$ cat config.mk
export PLATFORM = sky130hd
export DESIGN_NAME = board_line_streamer_flat
export DESIGN_NICKNAME = d
export VERILOG_FILES = /design/src/rtl/connect4_pkg.sv /design/src/rtl/board_line_streamer_if.sv /design/src/rtl/board_line_streamer_line_walker.sv /design/src/rtl/board_line_streamer.sv /design/src/flat_wrapper.sv
export SDC_FILE = /design/constraint.sdc
export NUM_CORES = 1
export LEC_CHECK = 0
export ABC_CLOCK_PERIOD_IN_PS = 2500
export BUFFER_PORTS_ARGS = -buffer_cell sky130_fd_sc_hd__buf_2
export CAP_MARGIN = 25
export CORE_MARGIN = 2
export CORE_UTILIZATION = 35
export CTS_BUF_LIST = sky130_fd_sc_hd__clkbuf_8
export CTS_CLUSTER_DIAMETER = 150
export DETAILED_ROUTE_END_ITERATION = 8
export PLACE_DENSITY = 0.62
export RECOVER_POWER = 100
export SETUP_SLACK_MARGIN = 0.5
export SLEW_MARGIN = 10
export SYNTH_ARGS = -nofsm -noshare
export SYNTH_HDL_FRONTEND = slang
export SYNTH_SLANG_ARGS = --single-unit
$ cat constraint.sdc
create_clock -name clock -period 2.5 [get_ports clock]
set_input_delay 0.375 -clock clock [delete_from_list [all_inputs] [get_ports clock]]
set_output_delay 0.375 -clock clock [all_outputs]
set_load 0.05 [all_outputs]
$ cat src/rtl/connect4_pkg.sv
// Shared board geometry, piece codes and scan bookkeeping types for the
// Connect-4 line streamer.
package connect4_pkg;

    localparam int ROWS = 6;
    localparam int COLS = 7;

    localparam logic [1:0] EMPTY  = 2'b00;
    localparam logic [1:0] RED    = 2'b01;
    localparam logic [1:0] YELLOW = 2'b10;

    localparam int BEATS_FULL   = 169;
    localparam int BEATS_NODIAG = 97;

    typedef enum logic [1:0] {ROW, COL, DIAG_UR, DIAG_UL} line_kind_t;

    typedef enum logic [1:0] {S_IDLE, S_RUN, S_DRAIN} scan_state_t;

endpackage

$ cat src/rtl/board_line_streamer_if.sv
// Piece stream from the line streamer to the four-in-a-row detector.
interface board_line_streamer_if;
    logic [1:0] out_piece;
    logic       out_valid;
    logic       out_ready;
    logic       out_last;

    modport master (output out_piece, output out_valid, output out_last, input out_ready);
    modport slave  (input out_piece, input out_valid, input out_last, output out_ready);
endinterface

$ cat src/rtl/board_line_streamer_line_walker.sv
// Walks every winnable line cell by cell, one separator step after each line.
// Diagonal lines are only walked when DIAGONALS_EN is defined.
module line_walker #(
    parameter int ROWS = connect4_pkg::ROWS,
    parameter int COLS = connect4_pkg::COLS,
    parameter int RW   = $clog2(ROWS),
    parameter int CW   = $clog2(COLS)
) (
    input  logic          clock,
    input  logic          reset,
    input  logic          advance,
    output logic [RW-1:0] row,
    output logic [CW-1:0] col,
    output logic          is_sep,
    output logic          is_last
);
    import connect4_pkg::*;

    line_kind_t    kind_q, kind_d;
    logic [RW-1:0] row_q, row_d;
    logic [CW-1:0] col_q, col_d;
    logic          sep_q, sep_d;
    logic          line_end, final_line;

`ifdef DIAGONALS_EN
    localparam int NDIAG = ROWS + COLS - 7;
    logic [2:0] idx_q, idx_d, idx_n;

    // Diagonals of length >= 4 start on the left/right edge, then the bottom row.
    function automatic logic [RW-1:0] ur_row(input logic [2:0] i);
        return (int'(i) < ROWS - 3) ? RW'(ROWS - 4 - int'(i)) : '0;
    endfunction
    function automatic logic [CW-1:0] ur_col(input logic [2:0] i);
        return (int'(i) < ROWS - 3) ? '0 : CW'(int'(i) - (ROWS - 4));
    endfunction
    function automatic logic [RW-1:0] ul_row(input logic [2:0] i);
        return (int'(i) < COLS - 3) ? '0 : RW'(int'(i) - (COLS - 4));
    endfunction
    function automatic logic [CW-1:0] ul_col(input logic [2:0] i);
        return (int'(i) < COLS - 3) ? CW'(3 + int'(i)) : CW'(COLS - 1);
    endfunction

    assign idx_n      = idx_q + 3'd1;
    assign final_line = (kind_q == DIAG_UL) && (idx_q == 3'(NDIAG - 1));
`else
    assign final_line = (kind_q == COL) && (col_q == CW'(COLS - 1));
`endif

    always_comb begin
        line_end = 1'b0;
        case (kind_q)
            ROW:     line_end = (col_q == CW'(COLS - 1));
            COL:     line_end = (row_q == RW'(ROWS - 1));
`ifdef DIAGONALS_EN
            DIAG_UR: line_end = (row_q == RW'(ROWS - 1)) || (col_q == CW'(COLS - 1));
            DIAG_UL: line_end = (row_q == RW'(ROWS - 1)) || (col_q == '0);
`endif
            default: line_end = 1'b1;
        endcase
    end

    always_comb begin
        kind_d = kind_q;
        row_d  = row_q;
        col_d  = col_q;
        sep_d  = sep_q;
`ifdef DIAGONALS_EN
        idx_d  = idx_q;
`endif
        if (advance) begin
            if (!sep_q) begin
                if (line_end) begin
                    sep_d = 1'b1;
                end else begin
                    case (kind_q)
                        ROW: col_d = col_q + CW'(1);
                        COL: row_d = row_q + RW'(1);
`ifdef DIAGONALS_EN
                        DIAG_UR: begin
                            row_d = row_q + RW'(1);
                            col_d = col_q + CW'(1);
                        end
                        DIAG_UL: begin
                            row_d = row_q + RW'(1);
                            col_d = col_q - CW'(1);
                        end
`endif
                        default: ;
                    endcase
                end
            end else begin
                sep_d = 1'b0;
                if (final_line) begin
                    kind_d = ROW;
                    row_d  = '0;
                    col_d  = '0;
`ifdef DIAGONALS_EN
                    idx_d  = '0;
`endif
                end else begin
                    case (kind_q)
                        ROW: begin
                            col_d = '0;
                            if (row_q == RW'(ROWS - 1)) begin
                                kind_d = COL;
                                row_d  = '0;
                            end else begin
                                row_d = row_q + RW'(1);
                            end
                        end
                        COL: begin
                            row_d = '0;
                            col_d = col_q + CW'(1);
`ifdef DIAGONALS_EN
                            if (col_q == CW'(COLS - 1)) begin
                                kind_d = DIAG_UR;
                                idx_d  = '0;
                                row_d  = ur_row(3'd0);
                                col_d  = ur_col(3'd0);
                            end
`endif
                        end
`ifdef DIAGONALS_EN
                        DIAG_UR: begin
                            if (idx_q == 3'(NDIAG - 1)) begin
                                kind_d = DIAG_UL;
                                idx_d  = '0;
                                row_d  = ul_row(3'd0);
                                col_d  = ul_col(3'd0);
                            end else begin
                                idx_d = idx_n;
                                row_d = ur_row(idx_n);
                                col_d = ur_col(idx_n);
                            end
                        end
                        DIAG_UL: begin
                            idx_d = idx_n;
                            row_d = ul_row(idx_n);
                            col_d = ul_col(idx_n);
                        end
`endif
                        default: ;
                    endcase
                end
            end
        end
    end

    always_ff @(posedge clock) begin
        if (reset) begin
            kind_q <= ROW;
            row_q  <= '0;
            col_q  <= '0;
            sep_q  <= 1'b0;
        end else begin
            kind_q <= kind_d;
            row_q  <= row_d;
            col_q  <= col_d;
            sep_q  <= sep_d;
        end
    end

`ifdef DIAGONALS_EN
    always_ff @(posedge clock) begin
        if (reset) idx_q <= '0;
        else       idx_q <= idx_d;
    end
`endif

    assign row     = row_q;
    assign col     = col_q;
    assign is_sep  = sep_q;
    assign is_last = sep_q && final_line;
endmodule

$ cat src/rtl/board_line_streamer.sv
// Streams every winnable board line (plus separators) from the board RAM to
// the win detector. Diagonal lines are included when DIAGONALS_EN is defined.
//
//   state   | meaning
//   S_IDLE  | waiting for start; walker parked at the first cell
//   S_RUN   | issuing reads, one per accepted beat
//   S_DRAIN | last beat issued, waiting for its handshake
module board_line_streamer #(
    parameter int ROWS = connect4_pkg::ROWS,
    parameter int COLS = connect4_pkg::COLS
) (
    input  logic                         clock,
    input  logic                         reset,
    input  logic                         start,
    output logic                         busy,
    output logic [5:0]                   rd_addr,
    input  logic [1:0]                   rd_data,
    output logic                         done,
    board_line_streamer_if.master        stream
);
    import connect4_pkg::*;

    localparam int RW = $clog2(ROWS);
    localparam int CW = $clog2(COLS);

    scan_state_t   state_q, state_d;
    logic          done_d;
    logic          load, hs, hs_last;
    logic [RW-1:0] w_row;
    logic [CW-1:0] w_col;
    logic          w_sep, w_last;
    logic [5:0]    w_addr;
    logic          pb_valid, pb_sep, pb_last;
    logic [5:0]    pb_addr;

    line_walker #(.ROWS(ROWS), .COLS(COLS), .RW(RW), .CW(CW)) u_walker (
        .clock   (clock),
        .reset   (reset),
        .advance (load),
        .row     (w_row),
        .col     (w_col),
        .is_sep  (w_sep),
        .is_last (w_last)
    );

    assign w_addr  = 6'(int'(w_row) * COLS + int'(w_col));
    assign hs      = pb_valid && stream.out_ready;
    assign hs_last = hs && pb_last;
    assign load    = (state_q == S_RUN) && (!pb_valid || stream.out_ready);

    // While stalled the held beat's address is re-issued so the synchronous
    // RAM keeps presenting the same data on rd_data.
    assign rd_addr = load ? w_addr : pb_addr;

    always_comb begin
        state_d = state_q;
        done_d  = 1'b0;
        case (state_q)
            S_IDLE:  if (start) state_d = S_RUN;
            S_RUN:   if (load && w_last) state_d = S_DRAIN;
            S_DRAIN: if (hs_last) begin
                state_d = S_IDLE;
                done_d  = 1'b1;
            end
            default: state_d = S_IDLE;
        endcase
    end

    always_ff @(posedge clock) begin
        if (reset) begin
            state_q <= S_IDLE;
            done    <= 1'b0;
        end else begin
            state_q <= state_d;
            done    <= done_d;
        end
    end

    always_ff @(posedge clock) begin
        if (reset) begin
            pb_valid <= 1'b0;
            pb_sep   <= 1'b0;
            pb_last  <= 1'b0;
            pb_addr  <= '0;
        end else if (load) begin
            pb_valid <= 1'b1;
            pb_sep   <= w_sep;
            pb_last  <= w_last;
            pb_addr  <= w_addr;
        end else if (hs) begin
            pb_valid <= 1'b0;
            pb_last  <= 1'b0;
        end
    end

    assign busy             = (state_q != S_IDLE);
    assign stream.out_valid = pb_valid;
    assign stream.out_last  = pb_valid && pb_last;
    assign stream.out_piece = (pb_valid && !pb_sep) ? rd_data : EMPTY;
endmodule

$ cat src/flat_wrapper.sv
// flat-port wrapper written by rule: the top's interface ports become plain ports
module board_line_streamer_flat import connect4_pkg::*;
#(
    parameter int ROWS = connect4_pkg::ROWS,
    parameter int COLS = connect4_pkg::COLS
)
  (clock, reset, start, busy, rd_addr, rd_data, done, stream_out_piece, stream_out_valid, stream_out_last, stream_out_ready);
  board_line_streamer_if stream_i ();
  input  logic clock;
  input  logic reset;
  input  logic start;
  output logic busy;
  output logic [5:0] rd_addr;
  input  logic [1:0] rd_data;
  output logic done;
  output wire logic [$bits(stream_i.out_piece)-1:0] stream_out_piece;
  output wire logic [$bits(stream_i.out_valid)-1:0] stream_out_valid;
  output wire logic [$bits(stream_i.out_last)-1:0] stream_out_last;
  input wire logic [$bits(stream_i.out_ready)-1:0] stream_out_ready;
  assign stream_out_piece = stream_i.out_piece;
  assign stream_out_valid = stream_i.out_valid;
  assign stream_out_last = stream_i.out_last;
  assign stream_i.out_ready = stream_out_ready;
  board_line_streamer #(.ROWS(ROWS), .COLS(COLS)) u_core (.clock(clock), .reset(reset), .start(start), .busy(busy), .rd_addr(rd_addr), .rd_data(rd_data), .done(done), .stream(stream_i));
endmodule
# Word-level counts from Yosys, hierarchy flattened
# Cells that the tools add are included.
[word_totals]
elab_cells = 76
input_bits = 6
out_inout_bits = 12
reg_bits = 21
[classes]
n_reduce_logical = 25
muxes = 27
addsub = 3
mul = 1
n_bitwise = 1
n_eq_ne = 9
[op_table]
columns = ["operator", "count"]
rows = [
  ["$mux 3", 9],
  ["$mux 2", 7],
  ["$pmux 3 s2", 2],
  ["$reduce_and 4->1", 3],
  ["$reduce_bool 2->1", 6],
  ["$logic_and 1x1->1", 8],
  ["$add 3x1->3 const B", 2],
  ["$add 6x4->6", 1],
  ["$eq 3x3->1 const B", 2],
  ["$mul 3x3->6 const B", 1],
  ["$mux 1", 6],
  ["$mux 6", 1],
  ["$ne 2x2->1 const B", 3],
  ["$pmux 2 s3", 1],
  ["$eq 2x1->1 const B", 2],
  ["$logic_not 2->1", 2],
  ["$reduce_and 3->1", 1],
  ["$reduce_bool 3->1", 1],
  ["$eq 2x2->1 const B", 1],
  ["$logic_not 1->1", 2],
  ["$ne 2x1->1 const B", 1],
  ["$pmux 1 s2", 1],
  ["$reduce_or 2->1", 1],
  ["$logic_or 1x1->1", 1],
  ["$not 1->1", 1],
]

# Depth between registers and ports, before layout
# Gate-level depths: netlist (run 1).
[logic_depth]
word_depth = 6
depth_mapped = 11
depth_no_buf = 11

# By module
# Synthesis (run 1) repeated with hierarchy kept, for this count alone.
[unflattened]
hier_cells = 158
hier_area_um2 = 1437.6
[modules_own_cells]
columns = ["module", "seq_area_each_um2", "area_each_um2", "instances", "cells_per_inst"]
rows = [
  ["board_line_streamer", 240.2, 893.4, 1, 91],
  ["line_walker", 160.2, 544.3, 1, 67],
]

# Least setup slack after synthesis (run 1)
# Ideal clock, no wire load.
[synth_path]
kind = "reg2out"
startpoint = "register u_core.u_walker.row_q[1] (netlist: u_core.u_walker.row[1])"
endpoint = "output rd_addr[3]"
t_required_ns = 2.125
path_stages_with_launch = 7
path_slack_ns = -1.031
n_path_buf = 0
t_arrival_ns = 3.156
cell_sequence = "dfxtp_1 fa_1 fa_1 inv_1 fa_1 xor2_1 o21ai_0"
[synth_via]
elab_chain_len = 3
[synth_lines]
columns = ["element", "line", "text"]
rows = [
  ["start: declaration", "board_line_streamer_line_walker.sv:20", "logic [RW-1:0] row_q, row_d;"],
  ["start signal: assignment", "board_line_streamer_line_walker.sv:157", "row_q <= row_d;"],
  ["$mul 3x3->6", "board_line_streamer.sv:46", "assign w_addr = 6'(int'(w_row) * COLS + int'(w_col));"],
  ["$add 6x4->6", "board_line_streamer.sv:46", ""],
  ["$mux 6", "board_line_streamer.sv:53", "assign rd_addr = load ? w_addr : pb_addr;"],
  ["end: declaration", "flat_wrapper.sv:13", "output logic [5:0] rd_addr;"],
]
# Every way passes these cells.

# Final worst setup path (run 1)
[layout_path]
startpoint = "register u_core.u_walker.row_q[0] (netlist: u_core.u_walker.row[0])"
endpoint = "output rd_addr[5]"
# The elaborated chain is that of the path after synthesis.

==> parameters.txt, run 1 <==
Parameter                              Value

Die
  Die width ... 67.4 microns
  Ports placed on the boundary ... 18
  Die H ... 67.4 microns
  Initial core utilization ... 35.7%
  Row count ... 23
  Total Die Area ... 4540 sq um
  Core area ... 3940 sq um

Power
  Power Dens Cells ... 344 nW/um^2
  Maximum resistive drop on vdd ... 0.130 mV
  Leak Pwr ... 0.774 nW
  Power, Total ... 656 uW

Layout
  Layout cell share with drive strength beyond 1 ... 36.6%
  Commonest cells after routing, fill and taps aside ... 17 x sky130_fd_sc_hd__buf_4, 16 x sky130_fd_sc_hd__dfxtp_1, 11 x sky130_fd_sc_hd__a21oi_1, 11 x sky130_fd_sc_hd__nor2_1
  Area growth from synthesis to layout ... 35.2%
  Fin nets ... 218
  Post-route cell area ... 1900 sq um
  Final cell count without fillers ... 244
  Total inserted antenna cells ... 0
  Final core utilization ... 48.3%
  Most common cell after layout, fill and taps aside ... sky130_fd_sc_hd__buf_4

Place
  DP Worst Slack ... -0.453 ns
  DP HPWL ... 2.24 mm
  Last weighted congestion value of the routability-driven placer ... 0.798
  Post-placement cell count ... 234
  Placed standard-cell area ... 1670 sq um
  Buffers added on ports ... 17

Timing
  Fraction of the cycle the final worst path needs ... 124%
  Final min period ... 3.10 ns
  Fmax ... 323 MHz
  RSZ-0062 raised after global routing ... true
  Hold Worst Slack ... 0.383 ns
  Largest clock skew in the final design ... 0.00716 ns
  Max-slew violation count ... 0
  Setup Viol. Count Final ... 4
  Final-layout setup total negative slack ... -1.98 ns
  Number of failing hold endpoints at the final stage ... 0
  Actual slew at the worst max-slew pin ... 0.588 ns
  Crit path setup slack, layout ... -0.596 ns
  Max_slew headroom ... 61.0%

Global routing
  Vias in the first global route ... 1127
  Total gr overflow ... 0
  Maximum number of pins on one net before global-route repair ... 27
  GR Util met2 ... 24.9%
  Initial antenna violation count ... 0
  GRT met3 Usage ... 2.00%
  GRT Max-Usage Layer ... met2
  Wire length of the first global-routing pass ... 5.34 mm
  Grt met1 use ... 21.6%
  Global-route total usage across every layer ... 15.8%

Worst setup path
  Required time reported for the critical path endpoint ... 2.12 ns
  Slowest library cell on the worst path ... sky130_fd_sc_hd__fa_1
  Largest driver fanout on the critical path ... 2
  Element type at the critical path end ... primary output
  Most frequent cell on the critical path ... sky130_fd_sc_hd__fa_1
  Critical path cell sequence ... fa_1 -> fa_1 -> inv_2 -> fa_2 -> nand2b_4 -> a21oi_4 -> or3_4 -> nand3_4 -> buf_8
  Startpoint kind of the worst setup timing path ... register
  CP Data Arrival Time ... 2.72 ns
  Worst path max stage delay ... 0.56 ns
  Crit Path Category ... register to primary output

Route
  Avg Vias per Cell ... 5.22
  Wirelength, routed ... 3.33 mm
  Via count of the routed design ... 1274
  Number of search-and-repair iterations in the first detailed-routing pass ... 4
  Average routed wire per standard cell ... 13.6 microns
  Violation count after the first detailed-routing iteration ... 61
  DRC Markers ... 0
  Antenna-violating nets left ... 0

Status
  Failing checks ... negative setup slack
  Outcome ... finished with violations

Yosys
  Number of synthesized flops with an enable pin ... 0
  Leading register cell type out of synthesis ... sky130_fd_sc_hd__dfxtp_1
  Total nets after synthesis ... 184
  Number of distinct library cells after synthesis ... 47
  Sequential-to-total area share from yosys stat ... 28.4%
  Mapped Cells ... 161
  Yosys warnings ... 0
  Average cell area after synthesis ... 8.74 sq um
  Netlist area before placement ... 1410 sq um
  Post-synth ARST share ... 0%
  Register bit count reported by yosys ... 20

CTS
  Clock transition at the registers of the reported paths ... 0.08 ns
  Clk_lat worst skew ... 0.27 ns
  Number of hold buffers added after cts ... 0
  Clock tree from TritonCTS ... yes
  TritonCTS buffer count ... 3
  CTS Root Cell ... sky130_fd_sc_hd__clkbuf_8
  Maximum level of the CTS H-tree ... 1
  Clock Sink Count ... 20
  CTS max path bufs ... 2

Run
  Max-cap viol count ... 0

Worst hold path
  HP Class ... primary input to register
[layer usage]
metal	routed length [microns]	vias up
met5	0	-
met4	89	0
met3	143	8
met2	1490	33
met1	1600	595
li1	-	638
[logic make-up (layout without fill, tap and decap cells)]
logic type	Yosys count	count (layout)	share of synthesized area, %
adder cells (fa/ha/maj)	17	17	17.2
AO/OA/AOI/OAI	37	37	17.1
AND/OR/NAND/NOR	64	64	27.2
buffers and inverters	20	53	7.82
XOR/XNOR	1	1	0.622
flip-flops	20	20	28.4
multiplexers	2	2	1.60
[path summary, 6_finish.rpt]
kind                               endpoint  cells after the start  slack [ns]                                 from
min reg2reg     u_core.pb_last$_SDFFE_PP0P_                      2        0.45          u_core.pb_last$_SDFFE_PP0P_
max reg2reg    u_core.pb_addr[5]$_SDFF_PP0_                      8        0.04  u_core.u_walker.row[0]$_SDFFE_PP0P_
min          u_core.state_q[0]$_SDFFE_PP0P_                      3        0.38                                start
max                              rd_addr[5]                      9       -0.60  u_core.u_walker.row[0]$_SDFFE_PP0P_
[cell usage after synthesis, types with 2 or more instances]
cell type | number | area [sq um]
sky130_fd_sc_hd__a21oi_1 | 12 | 60.1
sky130_fd_sc_hd__nor2b_1 | 5 | 31.3
sky130_fd_sc_hd__fa_1 | 4 | 80.1
sky130_fd_sc_hd__nand3_1 | 6 | 30.0
sky130_fd_sc_hd__ha_1 | 13 | 163
sky130_fd_sc_hd__nor2_1 | 11 | 41.3
sky130_fd_sc_hd__and2_1 | 2 | 12.5
sky130_fd_sc_hd__nand2_1 | 10 | 37.5
sky130_fd_sc_hd__dfxtp_1 | 20 | 400
sky130_fd_sc_hd__clkbuf_1 | 2 | 7.51
sky130_fd_sc_hd__nand2b_1 | 4 | 25.0
sky130_fd_sc_hd__and3b_1 | 3 | 26.3
sky130_fd_sc_hd__o21ai_0 | 7 | 35.0
sky130_fd_sc_hd__a31oi_1 | 4 | 25.0
sky130_fd_sc_hd__inv_1 | 11 | 41.3
sky130_fd_sc_hd__mux2_2 | 2 | 22.5
sky130_fd_sc_hd__buf_4 | 2 | 15.0
sky130_fd_sc_hd__nor4_1 | 4 | 25.0
sky130_fd_sc_hd__o311ai_0 | 2 | 17.5
sky130_fd_sc_hd__nor3_1 | 3 | 15.0
sky130_fd_sc_hd__or2_2 | 3 | 18.8
sky130_fd_sc_hd__buf_6 | 2 | 22.5
sky130_fd_sc_hd__o31ai_1 | 2 | 15.0
sky130_fd_sc_hd__nand3b_1 | 2 | 15.0
sky130_fd_sc_hd__a41oi_1 | 3 | 26.3
[registers in the layout, indices dropped and copies added (netlist names)]
signal                   flops
u_core.done                  1
u_core.pb_addr               6
u_core.pb_last               1
u_core.pb_sep                1
u_core.state_q               2
u_core.stream.out_valid      1
u_core.u_walker.col          3
u_core.u_walker.is_sep       1
u_core.u_walker.kind_q       1
u_core.u_walker.row          3
[cell type report]
class,instances,area (sq um)
Clock inverter,1,3.75
Sequential cell,20,408
Inverter,11,43.8
Fill cell,364,2040
Clock buffer,3,41.3
Multi-Input combinational cell,121,1040
Timing Repair Buffer,38,305
Tap cell,50,62.6
[where the power goes]
group	leakage, nW	internal (mW)	switching, mW
Sequential	0.164	0.323	0.00665
Combinational	0.583	0.0364	0.0644
Clock	0.0269	0.110	0.115
Total	0.774	0.470	0.186
[repair_timing]
action,CTS,global route
setup buffers,5,1
gates resized for setup,29,6
pin swaps,13,7
hold endpoints to repair,0,0
gates cloned,0,0
endpoints found under the setup margin,10,10
[worst max-delay path, delay by kind of cell (launching register included)]
family / cells / cell delay, ns
AOI/OAI and AO/OA: 1 / 0.15
DFF: 1 / 0.34
and+or+nand+nor: 3 / 0.38
buffers and inverters: 2 / 0.20
adders and majority gates: 3 / 1.38
(Power assumes the default switching activity.)
==> inputs of run 2 (changes only) <==
--- a/config.mk
+++ b/config.mk
@@ -13,7 +13,8 @@
 export CTS_BUF_LIST = sky130_fd_sc_hd__clkbuf_8
 export CTS_CLUSTER_DIAMETER = 150
 export DETAILED_ROUTE_END_ITERATION = 8
-export PLACE_DENSITY = 0.62
+export MAX_ROUTING_LAYER = met4
+export PLACE_DENSITY = 0.58
 export RECOVER_POWER = 100
 export SETUP_SLACK_MARGIN = 0.5
 export SLEW_MARGIN = 10
==> run 2 against run 1 <==
  * The flow still finishes with violations (negative setup slack)
  * Setup slack gained 0.015 ns
  * Critical path depth shrank 2
  * Fmax grew 0.49%
  * Global-route usage grew 2.2 points
  * Highest routed layer unchanged
  * Clock power grew 48%
  * Sequential share of layout area shrank 0.26 points
  * Flip-flop and latch count is the same
==> parameters.txt, run 2 (same netlist as run 1, synthesis figures left out) <==
Parameter                              Value

Worst setup path
  Top delay family on crit path ... adder cells
  Depth of the worst register-to-register path ... 9
  Slowest library cell on the worst path ... sky130_fd_sc_hd__fa_1
  Largest driver fanout on the critical path ... 4
  Crit Reg-Reg Startpoint ... u_core.u_walker.row[1]$_SDFFE_PP0P_
  Number of buffers and inverters on the critical path ... 1
  Element type at the critical path end ... primary output
  Crit Path Category ... register to primary output
  Worst reg2reg setup slack ... -0.02 ns
  Startpoint kind of the worst setup timing path ... register
  Most frequent cell on the critical path ... sky130_fd_sc_hd__fa_1
  Worst path max stage delay ... 0.49 ns
  Required time reported for the critical path endpoint ... 2.12 ns
  CP Data Arrival Time ... 2.71 ns
  Endpoint of the worst register-to-register path ... u_core.pb_addr[5]$_SDFF_PP0_
  Critical path cell sequence ... fa_1 -> fa_1 -> ha_4 -> a21oi_1 -> and3b_2 -> o31ai_4 -> buf_6

Layout
  Fin nets ... 220
  Most common cell after layout, fill and taps aside ... sky130_fd_sc_hd__buf_4
  Most flops, register ... u_core.pb_addr
  Commonest cells after routing, fill and taps aside ... 21 x sky130_fd_sc_hd__buf_4, 16 x sky130_fd_sc_hd__dfxtp_1, 12 x sky130_fd_sc_hd__nor2_1
  Sequential standard cell area ... 408 sq um
  Largest register FFs ... 6
  Layout cell share with drive strength beyond 1 ... 35.2%
  Area growth from synthesis to layout ... 36.9%
  Post-route cell area ... 1930 sq um
  Total inserted antenna cells ... 0
  Area of the multi-input gates ... 1060 sq um
  Total of fill cells in the finished design ... 366

Power
  Power, Total ... 755 uW
  Maximum resistive drop on vdd ... 0.480 mV
  Leak Pwr ... 0.763 nW
  Power Dens Cells ... 392 nW/um^2

Place
  DP HPWL ... 2.44 mm
  DP Worst Slack ... -0.467 ns
  Buffers added on ports ... 17
  Placed standard-cell area ... 1660 sq um
  Last weighted congestion value of the routability-driven placer ... 0.809

CTS
  CTS max path bufs ... 2
  Number of hold buffers added after cts ... 0
  Clock tree from TritonCTS ... yes
  Clk_lat worst skew ... 0.27 ns
  Clock Sink Count ... 20
  Clock transition at the registers of the reported paths ... 0.09 ns
  CTS Root Cell ... sky130_fd_sc_hd__clkbuf_8
  Maximum level of the CTS H-tree ... 1
  TritonCTS buffer count ... 3

Run
  Max-cap viol count ... 0

Timing
  Max-slew violation count ... 0
  RSZ-0062 raised after global routing ... true
  Fmax ... 325 MHz
  Fraction of the cycle the final worst path needs ... 123%
  Number of failing hold endpoints at the final stage ... 0
  Final min period ... 3.08 ns
  Actual slew at the worst max-slew pin ... 0.593 ns
  Crit path setup slack, layout ... -0.581 ns
  Largest clock skew in the final design ... 0.0105 ns
  Max_slew headroom ... 60.6%
  Final-layout setup total negative slack ... -2.05 ns
  Setup Viol. Count Final ... 5

Global routing
  Maximum number of pins on one net before global-route repair ... 27
  Total gr overflow ... 0
  Initial antenna violation count ... 0
  Global-route total usage across every layer ... 17.9%
  Wire length of the first global-routing pass ... 5.94 mm
  Vias in the first global route ... 1269

Worst hold path
  HP Class ... primary input to register
  Hold_sp ... start
  Number of instances on the worst hold path ... 3
  Hold Path End ... u_core.state_q[0]$_SDFFE_PP0P_

Route
  Met2 wire length ... 1.72 mm
  Wirelength, routed ... 3.62 mm
  Avg Vias per Cell ... 5.40
  Detailed-route wire length on metal 1 ... 1.57 mm
  Met3 routed wirelength ... 228 microns
  Top routing layer used ... met4
  Number of search-and-repair iterations in the first detailed-routing pass ... 4
  Violation count after the first detailed-routing iteration ... 68
  Antenna-violating nets left ... 0
  Via count of the routed design ... 1329
  Average routed wire per standard cell ... 14.7 microns
  DRC Markers ... 0

Die
  Initial core utilization ... 35.7%
  Ports placed on the boundary ... 18
  Row count ... 23
  Die width ... 67.4 microns
  Total Die Area ... 4540 sq um
  Die H ... 67.4 microns
  Core area ... 3940 sq um

Status
  Failing checks ... negative setup slack
  Outcome ... finished with violations
[run 2: how the worst max path moves through the flow]
stage | end | cells past startpoint | start | slack [ns]
finish | rd_addr[4] | 7 | u_core.u_walker.row[1]$_SDFFE_PP0P_ | -0.58
CTS | rd_addr[5] | 9 | u_core.u_walker.row[1]$_SDFFE_PP0P_ | -0.57
global placement | rd_addr[5] | 9 | u_core.u_walker.row[2]$_SDFFE_PP0P_ | -0.43
floorplan | rd_addr[4] | 6 | u_core.u_walker.row[2]$_SDFFE_PP0P_ | -0.28
detailed placement | rd_addr[5] | 9 | u_core.u_walker.row[2]$_SDFFE_PP0P_ | -0.47
global route | rd_addr[5] | 9 | u_core.u_walker.row[1]$_SDFFE_PP0P_ | -0.65
[run 2: cell type report]
type | instances | area share, %
repair buffers | 40 | 14.6
clock buffers | 3 | 2.14
multi-input cells | 121 | 55.0
clock inverters | 1 | 1.56
well taps | 50 | 3.25
flip-flops and latches | 20 | 21.2
inverters | 11 | 2.27
[run 2: what timing repair did]
item	CTS	global route
gates resized for setup	30	8
pin swaps	11	6
setup endpoints to repair	10	10
setup buffers	8	1
[run 2: where the power goes]
part | internal, mW | total (mW) | switching, mW | leakage [nW]
Clock | 0.214 | 0.334 | 0.120 | 0.0357
Sequential | 0.323 | 0.331 | 0.00785 | 0.164
Combinational | 0.0280 | 0.0896 | 0.0616 | 0.564
[run 2: stage by stage]
stage | hold WS [ns] | instances | utilization [%]
2_1_floorplan | 0.432 | 161 | -
3_3_place_gp | 0.443 | 233 | 42.1
3_5_place_dp | 0.467 | 233 | 42.1
4_1_cts | 0.366 | 245 | 48.9
5_1_grt | 0.391 | 246 | 48.9
6_report | 0.362 | 246 | 48.9
[run 2: metal layers]
| metal | up-vias | global-route usage [%] |
|---|---|---|
| met1 | 633 | 21.7 |
| met5 | - | - |
| met2 | 46 | 30.1 |
| li1 | 640 | - |
| met3 | 10 | 4.17 |
| met4 | 0 | 4.34 |
[run 2: worst register-to-register path: stages (launching register included)]
cell and delay (ns):
sky130_fd_sc_hd__dfxtp_4 0.36, sky130_fd_sc_hd__fa_1 0.49, sky130_fd_sc_hd__fa_1 0.52, sky130_fd_sc_hd__inv_1 0.06
sky130_fd_sc_hd__fa_2 0.34, sky130_fd_sc_hd__nand2b_4 0.15, sky130_fd_sc_hd__a21oi_4 0.15, sky130_fd_sc_hd__nand3_2 0.11
sky130_fd_sc_hd__buf_4 0.15, sky130_fd_sc_hd__a31oi_1 0.13
